<file path="src/rtl/seq_mul32_if.sv">
// Operand/result bundle for the sequential 32x32 multiplier.
// master = control unit side, slave = multiplier side.
interface seq_mul32_if;
  logic        START;
  logic        SIGN;
  logic [31:0] A;
  logic [31:0] B;
  logic        BUSY;
  logic        DONE;
  logic [31:0] HI;
  logic [31:0] LO;

  modport master (
    output START, SIGN, A, B,
    input  BUSY, DONE, HI, LO
  );

  modport slave (
    input  START, SIGN, A, B,
    output BUSY, DONE, HI, LO
  );
endinterface

</file>
<file path="src/rtl/seq_mul32.sv">
// 32x32 shift-add multiplier, one bit per clock, 33-cycle latency.
// Define SIGNED_MUL_EN to build the signed (SIGN=1) magnitude/negate path.
module seq_mul32 (
  input logic        CLK,
  input logic        RST_N,
  seq_mul32_if.slave bus
);

  typedef enum logic [1:0] {
    S_IDLE = 2'd0,
    S_RUN  = 2'd1,
    S_FIN  = 2'd2
  } state_e;

  state_e      state_q, state_d;
  logic [4:0]  cnt_q, cnt_d;
  logic [31:0] mcand_q, mcand_d;
  logic [31:0] mplr_q, mplr_d;
  logic [63:0] acc_q, acc_d;

  logic        accept;
  logic        last;
  logic [32:0] sum;
  logic [63:0] step;
  logic [63:0] fin;
  logic [31:0] mag_a;
  logic [31:0] mag_b;

`ifdef SIGNED_MUL_EN
  logic neg_q, neg_d;
  logic sa, sb;

  assign sa    = bus.SIGN & bus.A[31];
  assign sb    = bus.SIGN & bus.B[31];
  assign mag_a = sa ? (~bus.A + 32'd1) : bus.A;
  assign mag_b = sb ? (~bus.B + 32'd1) : bus.B;
  assign fin   = neg_q ? (~step + 64'd1) : step;

  always_comb begin
    neg_d = neg_q;
    if (accept) neg_d = sa ^ sb;
  end

  always_ff @(posedge CLK or negedge RST_N) begin
    if (!RST_N) neg_q <= 1'b0;
    else        neg_q <= neg_d;
  end
`else
  logic unused_sign;

  assign unused_sign = bus.SIGN;
  assign mag_a       = bus.A;
  assign mag_b       = bus.B;
  assign fin         = step;
`endif

  always_ff @(posedge CLK or negedge RST_N) begin
    if (!RST_N) state_q <= S_IDLE;
    else        state_q <= state_d;
  end

  always_comb begin
    state_d = state_q;
    unique case (state_q)
      S_IDLE:  if (bus.START) state_d = S_RUN;
      S_RUN:   if (last) state_d = S_FIN;
      S_FIN:   state_d = bus.START ? S_RUN : S_IDLE;
      default: state_d = S_IDLE;
    endcase
  end

  always_comb begin
    bus.BUSY = (state_q == S_RUN);
    bus.DONE = (state_q == S_FIN);
  end

  assign accept = bus.START & (state_q != S_RUN);
  assign last   = (cnt_q == 5'd31);

  // Multiplicand lands on the upper 33 bits, then {carry,acc} shifts right.
  assign sum  = {1'b0, acc_q[63:32]}
              + {1'b0, mplr_q[0] ? mcand_q : 32'd0};
  assign step = {sum, acc_q[31:1]};

  always_comb begin
    cnt_d   = cnt_q;
    mcand_d = mcand_q;
    mplr_d  = mplr_q;
    acc_d   = acc_q;
    if (accept) begin
      cnt_d   = 5'd0;
      mcand_d = mag_a;
      mplr_d  = mag_b;
      acc_d   = 64'd0;
    end else if (state_q == S_RUN) begin
      cnt_d  = cnt_q + 5'd1;
      mplr_d = {1'b0, mplr_q[31:1]};
      acc_d  = last ? fin : step;
    end
  end

  always_ff @(posedge CLK or negedge RST_N) begin
    if (!RST_N) begin
      cnt_q   <= 5'd0;
      mcand_q <= 32'd0;
      mplr_q  <= 32'd0;
      acc_q   <= 64'd0;
    end else begin
      cnt_q   <= cnt_d;
      mcand_q <= mcand_d;
      mplr_q  <= mplr_d;
      acc_q   <= acc_d;
    end
  end

  assign bus.HI = acc_q[63:32];
  assign bus.LO = acc_q[31:0];

endmodule

</file>
<file path="src/flat_wrapper.sv">
// flat-port wrapper written by rule: the top's interface ports become plain ports
module seq_mul32_flat 
  (CLK, RST_N, bus_START, bus_SIGN, bus_A, bus_B, bus_BUSY, bus_DONE, bus_HI, bus_LO);
  seq_mul32_if bus_i ();
  input logic CLK;
  input logic RST_N;
  input wire logic [$bits(bus_i.START)-1:0] bus_START;
  input wire logic [$bits(bus_i.SIGN)-1:0] bus_SIGN;
  input wire logic [$bits(bus_i.A)-1:0] bus_A;
  input wire logic [$bits(bus_i.B)-1:0] bus_B;
  output wire logic [$bits(bus_i.BUSY)-1:0] bus_BUSY;
  output wire logic [$bits(bus_i.DONE)-1:0] bus_DONE;
  output wire logic [$bits(bus_i.HI)-1:0] bus_HI;
  output wire logic [$bits(bus_i.LO)-1:0] bus_LO;
  assign bus_i.START = bus_START;
  assign bus_i.SIGN = bus_SIGN;
  assign bus_i.A = bus_A;
  assign bus_i.B = bus_B;
  assign bus_BUSY = bus_i.BUSY;
  assign bus_DONE = bus_i.DONE;
  assign bus_HI = bus_i.HI;
  assign bus_LO = bus_i.LO;
  seq_mul32 u_core (.CLK(CLK), .RST_N(RST_N), .bus(bus_i));
endmodule
</file>
<file path="config.mk">
export PLATFORM = sky130hd
export DESIGN_NAME = seq_mul32_flat
export DESIGN_NICKNAME = d
export VERILOG_FILES = /design/src/rtl/seq_mul32_if.sv /design/src/rtl/seq_mul32.sv /design/src/flat_wrapper.sv
export SDC_FILE = /design/constraint.sdc
export NUM_CORES = 1
export LEC_CHECK = 0
export ABC_CLOCK_PERIOD_IN_PS = 8100
export CAP_MARGIN = 5
export CORE_MARGIN = 2
export CORE_UTILIZATION = 50
export DETAILED_ROUTE_END_ITERATION = 10
export GPL_ROUTABILITY_DRIVEN = 0
export GPL_TIMING_DRIVEN = 1
export PLACE_DENSITY = 0.76
export SYNTH_ARGS = -nofsm -noshare
export SYNTH_HDL_FRONTEND = slang
export SYNTH_SLANG_ARGS = --single-unit
</file>
<file path="constraint.sdc">
create_clock -name CLK -period 8.1 [get_ports CLK]
set_input_delay 0.81 -clock CLK [delete_from_list [all_inputs] [get_ports CLK]]
set_output_delay 0.81 -clock CLK [all_outputs]
set_load 0.03 [all_outputs]
</file>
==> reports/metrics.sh <==
DIE_Y_UM=127
SYN-NUM-NETS=894
MAX_CLOCK_FREQ_GHz=0.277
IRDROPWORSTVDD_uV=269
BUFS_AND_INVS_ON_WORST_PATH=1
WORST-ENDPOINT-REQUIRED_NS=8.38
SYNTH_MOST_COMMON_CELL='dfrtp_1'
CP-END-KIND='register'
GRT_UTIL_ALL_LAYERS_PCT=21.6
WORST_CLOCK_SKEW_NS=0.0112
HTREEDEPTH=4
SYNTH_SEQ_CELLS=135
NUMBER_OF_BUFFERS_INSERTED_BY_HOLD_REPAIR_AT_CTS=0
DRIVE_ABOVE_1_SHARE_PCT=11.5
1ST_ITER_DRT_VIOLS=370
SYNTH_CELL_TYPES=62
FINALSETUPVIOLCOUNT=0
TIMING.FINAL.CRIT_PERIOD_NS=3.61
REPORT.FINAL.HOLD_VIOL_COUNT=0
SYNTH.AREA.TOP_CELLS='dfrtp_1 (45%), o21ai_0 (6.8%), nand2_1 (6.3%), ha_1 (5.6%), mux2_2 (4.8%)'
COUNT_OF_MAX_CAP_CONSTRAINT_VIOLATIONS=0
AVGROUTEDWIREPERCELL_UM=15.4
ROWS=44
P_TOTAL_mW=4.14
CTS_RESIZED=0
CTS.REPAIR_TIMING.SETUP_BUFFER_COUNT=0
WORST_HOLD_PATH_TYPE='input port to asynchronous set/reset pin'
CHIPWIDTH_UM=127
RESULT_OF_THE_RUN='finished clean'
DRTANTENNAVIOLNETS=0
NUMPLACEDINSTANCES=1060
YOSYSTOPAREACELLSHARE_PCT=44.7
TIMING.SLEW.HEADROOM_PCT=22.3
REPORT.FINAL.SLEW_VIOL_COUNT=0
PIN_COUNT_OF_THE_BIGGEST_NET_ENTERING_GLOBAL_ROUTING=144
CLKTRANSATPATHREGS_NS=0.06
CRITICALPATHCATEGORY='register to register'
SYN-CELL-AREA_UM2=7550
FINAL.SETUP.WORST_SLACK_NS=4.49
CP_SLOWEST_STAGE_DELAY_NS=0.99
SYNTH_TOP_AREA_CELL='dfrtp_1'
LAYOUT_CELLS_EXCL_FILL=1092
LAYOUT_WORST_PATH_CYCLE_SHARE_PCT=44.5
WORST_EP_ARRIVAL_TIME_NS=3.89
CTS_INSERTED_BUFFERS=17
DETAIL_ROUTE.WIRELENGTH_MM=16.9
WORSTSETUPSTARTPOINTTYPE='register'
AVERAGE_CELL_AREA_AFTER_SYNTHESIS_UM2=9.55
ANTENNA_FOUND_INITIAL=0
GRT_PASS1_WL_MM=28.3
CRITICAL-PATH-SLOWEST-CELL='dfrtp_1'
SYNTHARSTFLOPSHARE_PCT=100
POSTSYNTHCELLCOUNT=791
POWER_DENSITY_nW_PER_UM2=434
STARTING_DENSITY_OF_THE_CORE_PCT=51.6
TIGHTEST_SLEW_NS=1.17
SYNTH-WARNING-COUNT=0
CRIT_FANOUT=33
FILLERS=1220
DP.FINAL_HPWL_MM=11.1
TOTALNEGATIVESETUPSLACK_NS=0
ROUTE.DETAILED.DRC=0
VIAS=5976
CTSROOTBUFFERMASTER='clkbuf_16'
DPL_CELL_AREA_UM2=8930
DP_SLACK_NS=4.55
CORE_REGION_AREA_UM2=14600
DIEAREA_UM2=16100
SYNTH_SEQUENTIAL_AREA_RATIO_PCT=44.7
CLOCK_TREE_FROM_TRITONCTS='built'
FIN_AREA_UM2=9520
GR-TOTAL-OVERFLOW=0
CLOCKBUFFERDEPTH=2
WORST_SKEW_PAIR.LATE_LATENCY_NS=0.42
WORST_PATH_DOMINANT_CELL_FAMILY='compound AO/OA/AOI/OAI gates'
SYNTH_EDF_COUNT=0
PORT_BUFFERS=132
DRTPASS1ITERATIONS=6
SYNTH_FF_TYPE='dfrtp_1'
VIAS_PER_CELL=5.47
CTS.SINKS=135
RSZ0062_AT_GRT='no'
AREAGROWTHSYNTHTOFINISH_PCT=26.1
FIN_NETS=998
IOPINCOUNT=134
HOLDWS_NS=0.453
FINAL_CORE_UTIL_PCT=65.0
SYNTH_COMMONEST_CELLS='dfrtp_1 (135), nand2_1 (126), o21ai_0 (102), clkbuf_1 (37), nand3_1 (35)'
CELLLEAKAGEPOWER_nW=4.14
TIMING.CRITICAL_PATH.CELLS='and2_1, ha_1, inv_1, fa_1, nor2b_4, o21a_4, o31ai_4, a31oi_1, o21ai_1, a211oi_2, mux2i_1, o311ai_1'
ANTENNA_CELLS=0
GRT_PASS1_VIAS=5884
layout make-up:
class                   count  area (um2)  share of cell area [%]
flip-flops and latches    135        3380                    35.5
repair buffers            138        1360                    14.3
well taps                 184         230                    2.42
clock inverters            13         145                    1.52
clock buffers              19         443                    4.65
multi-input cells         587        3900                    41.0
inverters                  16        61.3                   0.644
layer usage:
metal | GRT usage (%) | up-vias | part of all wire, % | routed length [um]
met1 | 28.9 | 2831 | 47 | 7960
met5 | 0 | - | 0 | 0
met2 | 33.5 | 144 | 44 | 7450
met4 | 6.21 | 0 | 1.4 | 242
met3 | 7.80 | 18 | 7.1 | 1200
li1 | - | 2983 | - | -
state kept, by name (all words and copies together) (netlist names):
register and cells:
u_core.acc_q 64, u_core.mplr_q 32, u_core.cnt_q 5, u_core.mcand_q 32
u_core.state_q 2
layout by cell type (no fill, tap or decap), types with 4 or more instances in the layout:
cell type / n
dfrtp_1: 135
clkdlybuf4s50_1: 130
nand2_1: 126
o21ai_0: 102
nand3_1: 35
ha_1: 34
and2_1: 33
mux2i_1: 33
mux2_2: 32
nor2_1: 29
a21oi_1: 27
clkbuf_16: 17
inv_1: 14
xnor2_1: 14
a21o_1: 13
o21ai_1: 10
nand4_1: 9
xor2_1: 8
o21bai_1: 7
buf_4: 6
a31oi_1: 5
nor2b_1: 4
a211oi_1: 4
a211oi_2: 4
o31ai_1: 4
o31ai_4: 4
cell families after synthesis:
family	Yosys count	synth area share [%]
AO/OA/AOI/OAI	207	18.0
XOR/XNOR	22	2.55
adder cells (fa/ha/maj)	35	5.90
buffers and inverters	69	3.63
flip-flops	135	44.7
multiplexers	65	9.15
AND/OR/NAND/NOR	258	16.1
path summary, 6_finish.rpt:
| path | cells after the start | to | slack, ns | from |
|---|---|---|---|---|
| worst max-delay path | 12 | u_core.acc_q[59] | 4.49 | u_core.mplr_q[0] |
| worst min-delay path | 1 | u_core.mcand_q[7] | 0.45 | RST_N |
| worst max register to register | 12 | u_core.acc_q[59] | 4.49 | u_core.mplr_q[0] |
| worst min register to register | 2 | u_core.mplr_q[15] | 0.48 | u_core.mplr_q[16] |
| max in group asynchronous | 2 | u_core.acc_q[2] | 6.50 | RST_N |
| min in group CLK | 2 | u_core.mplr_q[15] | 0.48 | u_core.mplr_q[16] |
report_power, final:
| part | internal, mW | switching (mW) | total (mW) |
|---|---|---|---|
| sequential | 0.992 | 0.223 | 1.22 |
| combinational | 0.899 | 1.25 | 2.15 |
| clock | 0.464 | 0.310 | 0.775 |
| total | 2.35 | 1.78 | 4.14 |
Note: power is estimated with default switching activity, not from simulation.
